File: config.mk
export PLATFORM = sky130hd
export DESIGN_NAME = uart_fifo_flat
export DESIGN_NICKNAME = d
export VERILOG_FILES = /design/src/rtl/uart_fifo_if.sv /design/src/rtl/uart_fifo.sv /design/src/flat_wrapper.sv
export SDC_FILE = /design/constraint.sdc
export NUM_CORES = 1
export LEC_CHECK = 0
export ABC_AREA = 1
export CAP_MARGIN = 20
export CELL_PAD_IN_SITES_DETAIL_PLACEMENT = 1
export CELL_PAD_IN_SITES_GLOBAL_PLACEMENT = 1
export CORE_MARGIN = 4
export CORE_UTILIZATION = 50
export DETAILED_ROUTE_END_ITERATION = 8
export GPL_ROUTABILITY_DRIVEN = 0
export PLACE_DENSITY_LB_ADDON = 0.1
export SYNTH_ARGS = -nofsm -noshare
export SYNTH_HDL_FRONTEND = slang
export SYNTH_SLANG_ARGS = --single-unit
File: constraint.sdc
create_clock -name clk -period 3.63 [get_ports clk]
set_clock_uncertainty 0.1 [all_clocks]
set_input_delay 0.363 -clock clk [delete_from_list [all_inputs] [get_ports clk]]
set_output_delay 0.363 -clock clk [all_outputs]
set_load 0.005 [all_outputs]
File: src/rtl/uart_fifo_if.sv
`default_nettype none
// ============================================================================
// Module   : uart_fifo_if
// Purpose  : Host-side bundle of uart_fifo: TX/RX FIFO handshakes and flags.
// Revision : 1.0 - initial release
// ============================================================================
interface uart_fifo_if #(
  parameter int FIFO_DEPTH = 16
);
  localparam int LW = $clog2(FIFO_DEPTH) + 1;

  logic [7:0]    tx_data;
  logic          tx_wr;
  logic          tx_full;
  logic          tx_busy;
  logic [7:0]    rx_data;
  logic          rx_avail;
  logic          rx_ack;
  logic [LW-1:0] rx_level;
  logic          err_clr;
  logic          rx_frame_err;
  logic          rx_parity_err;
  logic          rx_overrun;

  modport master (
    output tx_data, tx_wr, rx_ack, err_clr,
    input  tx_full, tx_busy, rx_data, rx_avail, rx_level,
           rx_frame_err, rx_parity_err, rx_overrun
  );

  modport slave (
    input  tx_data, tx_wr, rx_ack, err_clr,
    output tx_full, tx_busy, rx_data, rx_avail, rx_level,
           rx_frame_err, rx_parity_err, rx_overrun
  );
endinterface
`default_nettype wire

File: src/rtl/uart_fifo.sv
`default_nettype none
// ============================================================================
// Module   : uart_fifo
// Purpose  : UART with configurable framing, TX/RX FIFOs and sticky RX errors.
// Revision : 1.0 - initial release
// ============================================================================
module uart_fifo #(
  parameter int FREQ_HZ    = 100000000,
  parameter int BAUD       = 115200,
  parameter int DATA_BITS  = 8,
  parameter int PARITY     = 0,
  parameter int STOP_BITS  = 1,
  parameter int FIFO_DEPTH = 16
) (
  input  wire logic  clk,
  input  wire logic  reset_n,
  input  wire logic  uart_rxd,
  output logic       uart_txd,
  uart_fifo_if.slave bus
);
  localparam int DIV_RAW = (FREQ_HZ + 8 * BAUD) / (16 * BAUD);
  localparam int DIV     = (DIV_RAW < 1) ? 1 : DIV_RAW;
  localparam int TW      = (DIV > 1) ? $clog2(DIV) : 1;
  localparam int AW      = $clog2(FIFO_DEPTH);
  localparam int LW      = AW + 1;
  localparam logic [7:0] DMASK     = 8'((1 << DATA_BITS) - 1);
  localparam logic [2:0] DLAST     = 3'(DATA_BITS - 1);
  localparam logic [4:0] STOP_LAST = 5'(16 * STOP_BITS - 1);

  typedef enum logic [2:0] {
    TX_IDLE, TX_START, TX_DATA, TX_PARITY, TX_STOP
  } tx_state_t;

  typedef enum logic [2:0] {
    RX_IDLE, RX_START, RX_DATA, RX_PARITY, RX_STOP
  } rx_state_t;

  // ---------------- 16x oversampling tick ----------------
  logic [TW-1:0] tick_cnt_q;
  logic          tick;

  assign tick = (tick_cnt_q == TW'(DIV - 1));

  always_ff @(posedge clk or negedge reset_n) begin
    if (!reset_n)  tick_cnt_q <= '0;
    else if (tick) tick_cnt_q <= '0;
    else           tick_cnt_q <= tick_cnt_q + TW'(1);
  end

  // ---------------- TX FIFO ----------------
  logic [7:0]    txf_mem [FIFO_DEPTH];
  logic [AW-1:0] txf_wr_q, txf_rd_q;
  logic [LW-1:0] txf_cnt_q;
  logic          txf_full, txf_empty, txf_push, tx_pop;
  logic [7:0]    tx_head;
  logic          tx_par_bit;

  assign txf_full  = (txf_cnt_q == LW'(FIFO_DEPTH));
  assign txf_empty = (txf_cnt_q == '0);
  assign txf_push  = bus.tx_wr && !txf_full;
  assign tx_head   = txf_mem[txf_rd_q];
  assign tx_par_bit = (PARITY == 1) ? ~(^tx_head) : (^tx_head);

  always_ff @(posedge clk) begin
    if (txf_push) txf_mem[txf_wr_q] <= bus.tx_data & DMASK;
  end

  always_ff @(posedge clk or negedge reset_n) begin
    if (!reset_n) begin
      txf_wr_q  <= '0;
      txf_rd_q  <= '0;
      txf_cnt_q <= '0;
    end else begin
      if (txf_push) txf_wr_q <= txf_wr_q + AW'(1);
      if (tx_pop)   txf_rd_q <= txf_rd_q + AW'(1);
      txf_cnt_q <= txf_cnt_q + LW'(txf_push) - LW'(tx_pop);
    end
  end

  // ---------------- TX FSM ----------------
  tx_state_t  tx_state_q;
  logic [4:0] tx_cnt_q;
  logic [2:0] tx_bit_q;
  logic [7:0] tx_shift_q;
  logic       tx_par_q;
  logic       tx_txd_q;

  // Popping at the end of STOP chains frames with no idle gap.
  assign tx_pop = tick && !txf_empty &&
                  ((tx_state_q == TX_IDLE) ||
                   ((tx_state_q == TX_STOP) && (tx_cnt_q == STOP_LAST)));

  always_ff @(posedge clk or negedge reset_n) begin
    if (!reset_n) begin
      tx_state_q <= TX_IDLE;
      tx_cnt_q   <= '0;
      tx_bit_q   <= '0;
      tx_shift_q <= '0;
      tx_par_q   <= 1'b0;
      tx_txd_q   <= 1'b1;
    end else if (tx_pop) begin
      tx_state_q <= TX_START;
      tx_cnt_q   <= '0;
      tx_shift_q <= tx_head;
      tx_par_q   <= tx_par_bit;
      tx_txd_q   <= 1'b0;
    end else if (tick) begin
      case (tx_state_q)
        TX_IDLE: tx_txd_q <= 1'b1;
        TX_START: begin
          if (tx_cnt_q == 5'd15) begin
            tx_cnt_q   <= '0;
            tx_bit_q   <= '0;
            tx_state_q <= TX_DATA;
            tx_txd_q   <= tx_shift_q[0];
          end else begin
            tx_cnt_q <= tx_cnt_q + 5'd1;
          end
        end
        TX_DATA: begin
          if (tx_cnt_q == 5'd15) begin
            tx_cnt_q <= '0;
            if (tx_bit_q == DLAST) begin
              if (PARITY != 0) begin
                tx_state_q <= TX_PARITY;
                tx_txd_q   <= tx_par_q;
              end else begin
                tx_state_q <= TX_STOP;
                tx_txd_q   <= 1'b1;
              end
            end else begin
              tx_bit_q   <= tx_bit_q + 3'd1;
              tx_shift_q <= {1'b0, tx_shift_q[7:1]};
              tx_txd_q   <= tx_shift_q[1];
            end
          end else begin
            tx_cnt_q <= tx_cnt_q + 5'd1;
          end
        end
        TX_PARITY: begin
          if (tx_cnt_q == 5'd15) begin
            tx_cnt_q   <= '0;
            tx_state_q <= TX_STOP;
            tx_txd_q   <= 1'b1;
          end else begin
            tx_cnt_q <= tx_cnt_q + 5'd1;
          end
        end
        TX_STOP: begin
          if (tx_cnt_q == STOP_LAST) begin
            tx_cnt_q   <= '0;
            tx_state_q <= TX_IDLE;
            tx_txd_q   <= 1'b1;
          end else begin
            tx_cnt_q <= tx_cnt_q + 5'd1;
          end
        end
        default: tx_state_q <= TX_IDLE;
      endcase
    end
  end

  assign uart_txd    = tx_txd_q;
  assign bus.tx_full = txf_full;
  assign bus.tx_busy = !txf_empty || (tx_state_q != TX_IDLE);

  // ---------------- RX synchroniser and FSM ----------------
  logic       rxd_s1_q, rxd_s2_q, rxd_prev_q;
  rx_state_t  rx_state_q;
  logic [3:0] rx_cnt_q;
  logic [2:0] rx_bit_q;
  logic [7:0] rx_shift_q;
  logic       rx_par_q;
  logic       rx_perr_q;

  always_ff @(posedge clk or negedge reset_n) begin
    if (!reset_n) begin
      rxd_s1_q   <= 1'b1;
      rxd_s2_q   <= 1'b1;
      rxd_prev_q <= 1'b1;
    end else begin
      rxd_s1_q   <= uart_rxd;
      rxd_s2_q   <= rxd_s1_q;
      rxd_prev_q <= rxd_s2_q;
    end
  end

  always_ff @(posedge clk or negedge reset_n) begin
    if (!reset_n) begin
      rx_state_q <= RX_IDLE;
      rx_cnt_q   <= '0;
      rx_bit_q   <= '0;
      rx_shift_q <= '0;
      rx_par_q   <= 1'b0;
      rx_perr_q  <= 1'b0;
    end else begin
      case (rx_state_q)
        RX_IDLE: begin
          if (rxd_prev_q && !rxd_s2_q) begin
            rx_state_q <= RX_START;
            rx_cnt_q   <= '0;
          end
        end
        RX_START: begin
          if (tick) begin
            if (rx_cnt_q == 4'd7) begin
              rx_cnt_q <= '0;
              if (rxd_s2_q) begin
                rx_state_q <= RX_IDLE;
              end else begin
                rx_state_q <= RX_DATA;
                rx_bit_q   <= '0;
                rx_shift_q <= '0;
                rx_par_q   <= 1'b0;
                rx_perr_q  <= 1'b0;
              end
            end else begin
              rx_cnt_q <= rx_cnt_q + 4'd1;
            end
          end
        end
        RX_DATA: begin
          if (tick) begin
            if (rx_cnt_q == 4'd15) begin
              rx_cnt_q             <= '0;
              rx_shift_q[rx_bit_q] <= rxd_s2_q;
              rx_par_q             <= rx_par_q ^ rxd_s2_q;
              if (rx_bit_q == DLAST)
                rx_state_q <= (PARITY != 0) ? RX_PARITY : RX_STOP;
              else
                rx_bit_q <= rx_bit_q + 3'd1;
            end else begin
              rx_cnt_q <= rx_cnt_q + 4'd1;
            end
          end
        end
        RX_PARITY: begin
          if (tick) begin
            if (rx_cnt_q == 4'd15) begin
              rx_cnt_q   <= '0;
              rx_state_q <= RX_STOP;
              rx_perr_q  <= (PARITY == 1) ? ~(rx_par_q ^ rxd_s2_q)
                                          : (rx_par_q ^ rxd_s2_q);
            end else begin
              rx_cnt_q <= rx_cnt_q + 4'd1;
            end
          end
        end
        RX_STOP: begin
          if (tick) begin
            if (rx_cnt_q == 4'd15) begin
              rx_cnt_q   <= '0;
              rx_state_q <= RX_IDLE;
            end else begin
              rx_cnt_q <= rx_cnt_q + 4'd1;
            end
          end
        end
        default: rx_state_q <= RX_IDLE;
      endcase
    end
  end

  // ---------------- RX FIFO and sticky flags ----------------
  logic [7:0]    rxf_mem [FIFO_DEPTH];
  logic [AW-1:0] rxf_wr_q, rxf_rd_q;
  logic [LW-1:0] rxf_cnt_q;
  logic          rxf_full, rxf_empty;
  logic          stop_sample, push_req, rx_push, rx_pop;
  logic          frame_set, perr_set, ovr_set;
  logic          frame_err_q, parity_err_q, overrun_q;

  assign rxf_full    = (rxf_cnt_q == LW'(FIFO_DEPTH));
  assign rxf_empty   = (rxf_cnt_q == '0);
  assign stop_sample = (rx_state_q == RX_STOP) && tick && (rx_cnt_q == 4'd15);
  assign push_req    = stop_sample && rxd_s2_q;
  assign rx_pop      = bus.rx_ack && !rxf_empty;
  // A pop in the same cycle frees a slot, so a full FIFO still accepts the byte.
  assign rx_push     = push_req && (!rxf_full || rx_pop);
  assign frame_set   = stop_sample && !rxd_s2_q;
  assign perr_set    = push_req && rx_perr_q;
  assign ovr_set     = push_req && rxf_full && !rx_pop;

  always_ff @(posedge clk) begin
    if (rx_push) rxf_mem[rxf_wr_q] <= rx_shift_q;
  end

  always_ff @(posedge clk or negedge reset_n) begin
    if (!reset_n) begin
      rxf_wr_q     <= '0;
      rxf_rd_q     <= '0;
      rxf_cnt_q    <= '0;
      frame_err_q  <= 1'b0;
      parity_err_q <= 1'b0;
      overrun_q    <= 1'b0;
    end else begin
      if (rx_push) rxf_wr_q <= rxf_wr_q + AW'(1);
      if (rx_pop)  rxf_rd_q <= rxf_rd_q + AW'(1);
      rxf_cnt_q    <= rxf_cnt_q + LW'(rx_push) - LW'(rx_pop);
      frame_err_q  <= frame_set || (frame_err_q  && !bus.err_clr);
      parity_err_q <= perr_set  || (parity_err_q && !bus.err_clr);
      overrun_q    <= ovr_set   || (overrun_q    && !bus.err_clr);
    end
  end

  assign bus.rx_data       = rxf_empty ? 8'h00 : rxf_mem[rxf_rd_q];
  assign bus.rx_avail      = !rxf_empty;
  assign bus.rx_level      = rxf_cnt_q;
  assign bus.rx_frame_err  = frame_err_q;
  assign bus.rx_parity_err = parity_err_q;
  assign bus.rx_overrun    = overrun_q;
endmodule
`default_nettype wire

File: src/flat_wrapper.sv
// flat-port wrapper written by rule: the top's interface ports become plain ports
module uart_fifo_flat 
#(
  parameter int FREQ_HZ    = 100000000,
  parameter int BAUD       = 115200,
  parameter int DATA_BITS  = 8,
  parameter int PARITY     = 0,
  parameter int STOP_BITS  = 1,
  parameter int FIFO_DEPTH = 16
)
  (clk, reset_n, uart_rxd, uart_txd, bus_tx_data, bus_tx_wr, bus_rx_ack, bus_err_clr, bus_tx_full, bus_tx_busy, bus_rx_data, bus_rx_avail, bus_rx_level, bus_rx_frame_err, bus_rx_parity_err, bus_rx_overrun);
  uart_fifo_if #(.FIFO_DEPTH(FIFO_DEPTH)) bus_i ();
  input  wire logic clk;
  input  wire logic reset_n;
  input  wire logic uart_rxd;
  output logic uart_txd;
  input wire logic [$bits(bus_i.tx_data)-1:0] bus_tx_data;
  input wire logic [$bits(bus_i.tx_wr)-1:0] bus_tx_wr;
  input wire logic [$bits(bus_i.rx_ack)-1:0] bus_rx_ack;
  input wire logic [$bits(bus_i.err_clr)-1:0] bus_err_clr;
  output wire logic [$bits(bus_i.tx_full)-1:0] bus_tx_full;
  output wire logic [$bits(bus_i.tx_busy)-1:0] bus_tx_busy;
  output wire logic [$bits(bus_i.rx_data)-1:0] bus_rx_data;
  output wire logic [$bits(bus_i.rx_avail)-1:0] bus_rx_avail;
  output wire logic [$bits(bus_i.rx_level)-1:0] bus_rx_level;
  output wire logic [$bits(bus_i.rx_frame_err)-1:0] bus_rx_frame_err;
  output wire logic [$bits(bus_i.rx_parity_err)-1:0] bus_rx_parity_err;
  output wire logic [$bits(bus_i.rx_overrun)-1:0] bus_rx_overrun;
  assign bus_i.tx_data = bus_tx_data;
  assign bus_i.tx_wr = bus_tx_wr;
  assign bus_i.rx_ack = bus_rx_ack;
  assign bus_i.err_clr = bus_err_clr;
  assign bus_tx_full = bus_i.tx_full;
  assign bus_tx_busy = bus_i.tx_busy;
  assign bus_rx_data = bus_i.rx_data;
  assign bus_rx_avail = bus_i.rx_avail;
  assign bus_rx_level = bus_i.rx_level;
  assign bus_rx_frame_err = bus_i.rx_frame_err;
  assign bus_rx_parity_err = bus_i.rx_parity_err;
  assign bus_rx_overrun = bus_i.rx_overrun;
  uart_fifo #(.FREQ_HZ(FREQ_HZ), .BAUD(BAUD), .DATA_BITS(DATA_BITS), .PARITY(PARITY), .STOP_BITS(STOP_BITS), .FIFO_DEPTH(FIFO_DEPTH)) u_core (.clk(clk), .reset_n(reset_n), .uart_rxd(uart_rxd), .uart_txd(uart_txd), .bus(bus_i));
endmodule
==> flow_summary.json, run 1 <==
{
  "die_w_um": 180.5,
  "area_growth_pct": 11.93,
  "timing.hold.worst.class": "in2reg",
  "finalSetupViolCount": 0,
  "post_route_cells_drive_above_1_share": 0.07214,
  "global_route.overflow_total": 0,
  "stdcell_count": 1881,
  "maxClockFrequency_mhz": 310.4,
  "share_of_the_cycle_needed_by_the_critical_path_after_routing": 0.8874,
  "syn-num-nets": 1480,
  "detail_route.vias_per_cell": 5.458,
  "antennaDiodeCount": 0,
  "multi_input_area_um2": 4451,
  "num_vias": 10266,
  "placement.setup.worst_slack_ns": 0.7442,
  "synth_cell_types": 40,
  "fin_setup_tns_ns": 0,
  "netSwitchingFraction": 0.3117,
  "worst-path-max-fanout": 66,
  "synth_enable_flop_cells": 256,
  "synth-async-reset-ratio": 0.2335,
  "fillerInstances": 3117,
  "seq_area_um2": 9647,
  "setup_ws_ns": 0.4088,
  "r2r_slack_ns": 0.71,
  "total_switching_power_mw": 3.236,
  "worst_hold_path.endpoint": "u_core.rxd_s1_q$_DFF_PN1_",
  "clock-root-buffer": "clkbuf_16",
  "clock_sink_count": 334,
  "worst-endpoint-arrival_ns": 2.76,
  "synthesis.area_um2": 14880,
  "pwr_density_cell_nw_per_um2": 623.5,
  "drc": 0,
  "ir_worst_vdd_mv": 0.3818,
  "cts_resized": 0,
  "drtAntennaViolNets": 0,
  "rr_startpoint": "u_core.bus.rx_level[2]$_DFF_PN0_",
  "synth_common_cells": "nand2_1 (404), edfxtp_1 (256), nand3_1 (222)",
  "design.core.area_um2": 29010,
  "postCtsSetupBuffers": 0,
  "detail_route.wl_per_cell_um": 19.56,
  "wl_mm": 36.80,
  "hpwl_mm": 23.53,
  "setup.worst_path.end_class": "output port",
  "numPlacedInstances": 1815,
  "drv_cap": 0,
  "timing_max_transition_violations_final": 0,
  "worst_ep_required_ns": 3.17,
  "proportion_of_netlist_area_held_by_the_largest_area_contributor": 0.5167,
  "cts_buffers": 37,
  "yosys.cell_count.top_type": "nand2_1",
  "port_buffers": 33,
  "postSynthCellCount": 1434,
  "clk_latency_ns": 0.51,
  "p_int_mw": 7.146,
  "antenna_found_initial": 0,
  "synth_register_bits": 334,
  "min_period_ns": 3.221,
  "critPathLaunchType": "register",
  "synth.yosys.seq_area_share": 0.6483,
  "worst_hold_path.num_cells": 1,
  "clock_tree.htree_level_count": 2,
  "clockBufferDepth": 3,
  "clock_tree_from_tritoncts": "done",
  "drt-pass1-iter-count": 5,
  "synth_area_leaders": "edfxtp_1 (52%), dfrtp_1 (12%), nand2_1 (10%), nand3_1 (7.5%), inv_1 (3.1%)",
  "ios": 34,
  "holdCritStartpoint": "uart_rxd",
  "timing_hold_violations_final": 0,
  "grt_use_total": 0.2273,
  "rows": 62,
  "rsz0062_at_grt": "no",
  "synthesis.yosys.warnings": 0,
  "power_frac_clock": 0.325,
  "grt_pass1_wl_mm": 59.37,
  "rr_endpoint": "u_core.bus.rx_level[4]$_DFF_PN0_",
  "layout.nets": 1517,
  "slew_hr": 0.4219,
  "worst_r2r_path_depth": 14,
  "synth_top_cell_by_area": "edfxtp_1",
  "grt_start_max_net_pins": 67,
  "worst_setup_hold_path_clk_slew_ns": 0.06,
  "comb_power_frac": 0.234,
  "p_leak_nw": 6.964,
  "first_iter_violations": 720,
  "postSynthAreaPerCell_um2": 10.37,
  "worst_slew_pin_slew_ns": 0.8644,
  "floorplan.initialDensity": 0.5128,
  "design.die.area_um2": 32580,
  "power_frac_seq": 0.442,
  "ys.flop_type": "edfxtp_1",
  "die_y_um": 180.5,
  "outcome": "completed",
  "grt_pass1_vias": 10896,
  "path_class": "reg2out"
}
what timing repair did:
item / CTS / global route
endpoints found under the hold margin: 37 / 0
setup endpoints to repair: 0 / 0
hold buffers: 1 / 0
area by class of cell:
type                       instances  area share
multi-input combinational        909      0.2673
timing repair buffer              54     0.03006
clock buffer                      49     0.05891
sequential                       334      0.5793
inverter                         135     0.03058
clock inverter                    16    0.004959
tap                              384     0.02885
worst max-delay path by stage:
| stage | start | end | slack [ns] | cells past startpoint |
|---|---|---|---|---|
| 6_report | u_core.rxf_rd_q[0]$_DFFE_PN0P_ | bus_rx_data[7] | 0.41 | 7 |
| 5_1_grt | u_core.rxf_rd_q[0]$_DFFE_PN0P_ | bus_rx_data[3] | 0.25 | 7 |
| 4_1_cts | u_core.rxf_rd_q[0]$_DFFE_PN0P_ | bus_rx_data[7] | 0.38 | 7 |
| 3_5_place_dp | u_core.tick_cnt_q[1]$_DFF_PN0_ | u_core.txf_cnt_q[4]$_DFF_PN0_ | 0.74 | 14 |
| 3_3_place_gp | u_core.tick_cnt_q[1]$_DFF_PN0_ | u_core.txf_cnt_q[4]$_DFF_PN0_ | 0.85 | 14 |
| 2_1_floorplan | u_core.tick_cnt_q[1]$_DFF_PN0_ | u_core.txf_cnt_q[4]$_DFF_PN0_ | 0.87 | 15 |
cells by family after synthesis:
kind of cell | Yosys count | synth area share
DFF | 334 | 0.6483
adders and majority gates | 32 | 0.02792
buffers and inverters | 191 | 0.05257
AOI/OAI and AO/OA | 95 | 0.03490
xor gates and xnor gates | 24 | 0.01413
and+or+nand+nor | 758 | 0.2222
state kept, by name (all words and copies together), names as in the netlist, 3 cells and up:
name,flops
u_core.rxf_rd_q,4
u_core.txf_rd_q,4
u_core.txf_cnt_q,5
u_core.txf_wr_q,4
u_core.tx_state_q,3
u_core.rx_bit_q,3
u_core.txf_mem,128
u_core.tx_shift_q,8
u_core.rxf_mem,128
u_core.tx_cnt_q,5
u_core.tick_cnt_q,6
u_core.rx_shift_q,8
u_core.rx_state_q,3
u_core.tx_bit_q,3
u_core.bus.rx_level,5
u_core.rx_cnt_q,4
u_core.rxf_wr_q,4
worst max-delay path, stage by stage, from the launching register on:
cell and delay [ns]:
dfrtp_2 0.37, buf_4 0.58, nand2_1 0.12, nand3_1 0.12, nand3_1 0.14, a21oi_1 0.23
o21a_1 0.16, clkdlybuf4s50_1 0.51
power by group through the flow:
stage / clock (mW) / sequential (mW) / combinational (mW)
floorplan: 0 / 4.60 / 1.57
CTS: 3.44 / 4.59 / 2.45
global placement: 0 / 4.65 / 2.36
detailed placement: 0 / 4.66 / 2.43
finish: 3.37 / 4.59 / 2.43
global route: 3.62 / 4.62 / 2.71
stage by stage:
step / power, mW / instance area [um^2] / util / hold slack, ns
floorplan: 6.172 / 14880 / - / -0.03259
global placement: 7.007 / 15580 / 0.5369 / 0.2452
detailed placement: 7.090 / 15580 / 0.5369 / 0.2512
CTS: 10.48 / 16650 / 0.5739 / 0.1513
global route: 10.95 / 16650 / 0.5739 / 0.1529
finish: 10.38 / 16650 / 0.5739 / 0.1709
cells in the final DEF (no fill, tap or decap), drive strengths merged, types with 2 or more instances in the layout:
cell             n
a21oi           33
buf             21
clkbuf          49
clkdlybuf4s50   32
clkinv          24
dfrtp           74
dfstp            4
edfxtp         256
fa               2
ha              30
inv            126
nand2          416
nand3          225
nand3b           2
nand4            3
nor2            95
nor3            14
o21a             9
o21ai           49
o22ai            3
xnor2            3
xor2            21
routing by layer:
layer  vias up  track usage  share of wire
li1       4869            -              -
met1      5146       0.3221           0.45
met2       200       0.3733           0.48
met3        51      0.03270          0.047
met4         0      0.05898          0.022
met5         -            0              0
Note: power is estimated with default switching activity, not from simulation.
==> inputs of run 2 (changes only) <==
--- a/config.mk
+++ b/config.mk
@@ -9,6 +9,7 @@
 export CAP_MARGIN = 20
 export CELL_PAD_IN_SITES_DETAIL_PLACEMENT = 1
 export CELL_PAD_IN_SITES_GLOBAL_PLACEMENT = 1
+export CORE_ASPECT_RATIO = 1.25
 export CORE_MARGIN = 4
 export CORE_UTILIZATION = 50
 export DETAILED_ROUTE_END_ITERATION = 8
==> run 2 against run 1 <==
Register-to-register slack got worse by 0.04 ns. Sequential share of layout area barely moved. First-iteration DRC count down 20%. Wire length up 2.4%. Combinational power barely moved. Hold slack lost 0.023 ns. Clock power up 2%. Power increased by 1.0%. Count of clock-buffer cells in the layout down 2. Critical path type unchanged. Largest cell class unchanged.
==> flow_summary.json, run 2 (same netlist as run 1, synthesis figures left out) <==
{
  "setup_ws_ns": 0.5992,
  "timing_max_transition_violations_final": 0,
  "first_iter_violations": 573,
  "drv_cap": 0,
  "numPlacedInstances": 1822,
  "design.core.area_um2": 29340,
  "detail_route.wl_per_cell_um": 19.98,
  "path_class": "reg2out",
  "global_route.overflow_total": 0,
  "p_leak_nw": 6.944,
  "die_w_um": 162.3,
  "slew_hr": 0.3676,
  "layout.cells.most_common": "nand2_1",
  "share_of_the_cycle_needed_by_the_critical_path_after_routing": 0.8349,
  "critPathLaunchType": "register",
  "worst_setup_hold_path_clk_slew_ns": 0.06,
  "timing.hold.worst.class": "in2reg",
  "worst-endpoint-arrival_ns": 2.57,
  "min_period_ns": 3.031,
  "fin_setup_tns_ns": 0,
  "antennaDiodeCount": 0,
  "wl_mm": 37.67,
  "cp_common_cell": "nand3_1",
  "drtAntennaViolNets": 0,
  "rows": 70,
  "power_mw": 10.49,
  "clock_sink_count": 334,
  "antenna_found_initial": 0,
  "grt_pass1_vias": 11139,
  "timing_hold_violations_final": 0,
  "reg.largest.list": "u_core.rxf_mem: 128 flops, u_core.txf_mem: 128 flops",
  "crit_path_start": "u_core.rxf_rd_q[0]$_DFFE_PN0P_",
  "ir_worst_vdd_mv": 0.4504,
  "holdWs_ns": 0.1481,
  "area_growth_pct": 11.99,
  "worst-path-max-fanout": 65,
  "holdCritStartpoint": "uart_rxd",
  "detail_route.vias_per_cell": 5.410,
  "clock_tree_from_tritoncts": "done",
  "clk_latency_ns": 0.52,
  "grt_pass1_wl_mm": 60.40,
  "floorplan.initialDensity": 0.5070,
  "drt-pass1-iter-count": 5,
  "grt_start_max_net_pins": 67,
  "num_vias": 10198,
  "placement.setup.worst_slack_ns": 0.6886,
  "outcome": "completed",
  "post_route_cells_drive_above_1_share": 0.06649,
  "clock_tree.htree_level_count": 2,
  "worst_slew_pin_slew_ns": 0.9486,
  "timing.critical_path.slowest_cell_delay_ns": 0.50,
  "crit_slowest_cell": "clkdlybuf4s50_1",
  "rsz0062_at_grt": "no",
  "maxClockFrequency_mhz": 329.9,
  "layout.nets": 1510,
  "port_buffers": 33,
  "hpwl_mm": 24.58,
  "worst_ep_required_ns": 3.17,
  "layout.cells.most_common_list": "nand2_1 (404), edfxtp_1 (256), nand3_1 (222), inv_1 (122), nor2_1 (88)",
  "drc": 0,
  "stdcell_count": 1885,
  "pwr_density_cell_nw_per_um2": 629.3,
  "rr_startpoint": "u_core.bus.rx_level[3]$_DFF_PN0_",
  "clock-root-buffer": "clkbuf_16",
  "postCtsSetupBuffers": 0,
  "ios": 34,
  "cp_cell_sequence": "clkinv_1 -> buf_12 -> nand2_1 -> nand3_1 -> nand3_1 -> a21oi_1 -> o21a_1 -> clkdlybuf4s50_1",
  "fillerInstances": 3125,
  "design.die.area_um2": 32590,
  "die_y_um": 200.9,
  "grt_use_total": 0.2352,
  "clockBufferDepth": 3,
  "finalSetupViolCount": 0,
  "cts_buffers": 35,
  "setup.worst_path.end_class": "output port"
}
run 2: path summary, 6_finish.rpt:
check                                                   end  slack (ns)  cells after the start
max                                          bus_rx_data[3]        0.60                      8
min                               u_core.rxd_s1_q$_DFF_PN1_        0.15                      1
max reg2reg                u_core.bus.rx_level[4]$_DFF_PN0_        0.67                     14
min reg2reg                       u_core.rxd_s2_q$_DFF_PN1_        0.26                      0
max in group asynchronous       u_core.uart_txd$_DFFE_PN1P_        2.15                      3
min in group asynchronous    u_core.rxf_rd_q[1]$_DFFE_PN0P_        0.41                      2
run 2: power by group:
part	switching, mW	internal (mW)
Clock	1.45	1.99
Combinational	1.60	0.859
Sequential	0.181	4.40
run 2: per-layer routing:
metal / global-route usage / routed length (um) / vias to the layer above
li1: - / - / 4861
met1: 0.2746 / 14680 / 5075
met2: 0.4362 / 20240 / 186
met3: 0.03348 / 1365 / 76
met4: 0.08462 / 1384 / 0
met5: 0 / 0 / -
run 2: what timing repair did:
item,4_1_cts,5_1_grt
hold endpoints to repair,62,0
resized for setup,0,0
hold buffers,1,0
run 2: area by class of cell:
type / instances / area [um^2] / share of cell area
timing repair buffer: 49 / 475.5 / 0.02854
inverter: 135 / 509.2 / 0.03056
clock inverter: 15 / 132.6 / 0.007960
tap: 396 / 495.5 / 0.02974
clock buffer: 47 / 950.9 / 0.05707
multi-input combinational: 909 / 4451 / 0.2671
sequential: 334 / 9647 / 0.5790
run 2: metrics by stage:
| step | cell area (um^2) | util |
|---|---|---|
| 2_1_floorplan | 14880 | - |
| 3_3_place_gp | 15570 | 0.5306 |
| 3_5_place_dp | 15570 | 0.5306 |
| 4_1_cts | 16660 | 0.5678 |
| 5_1_grt | 16660 | 0.5678 |
| 6_report | 16660 | 0.5678 |
run 2: worst max-delay path, delay by kind of cell, from the launching register on:
family                 cells  cell delay [ns]
AO/OA/AOI/OAI              2             0.33
buffers and inverters      3             0.86
flip-flops                 1             0.42
AND/OR/NAND/NOR            3             0.40
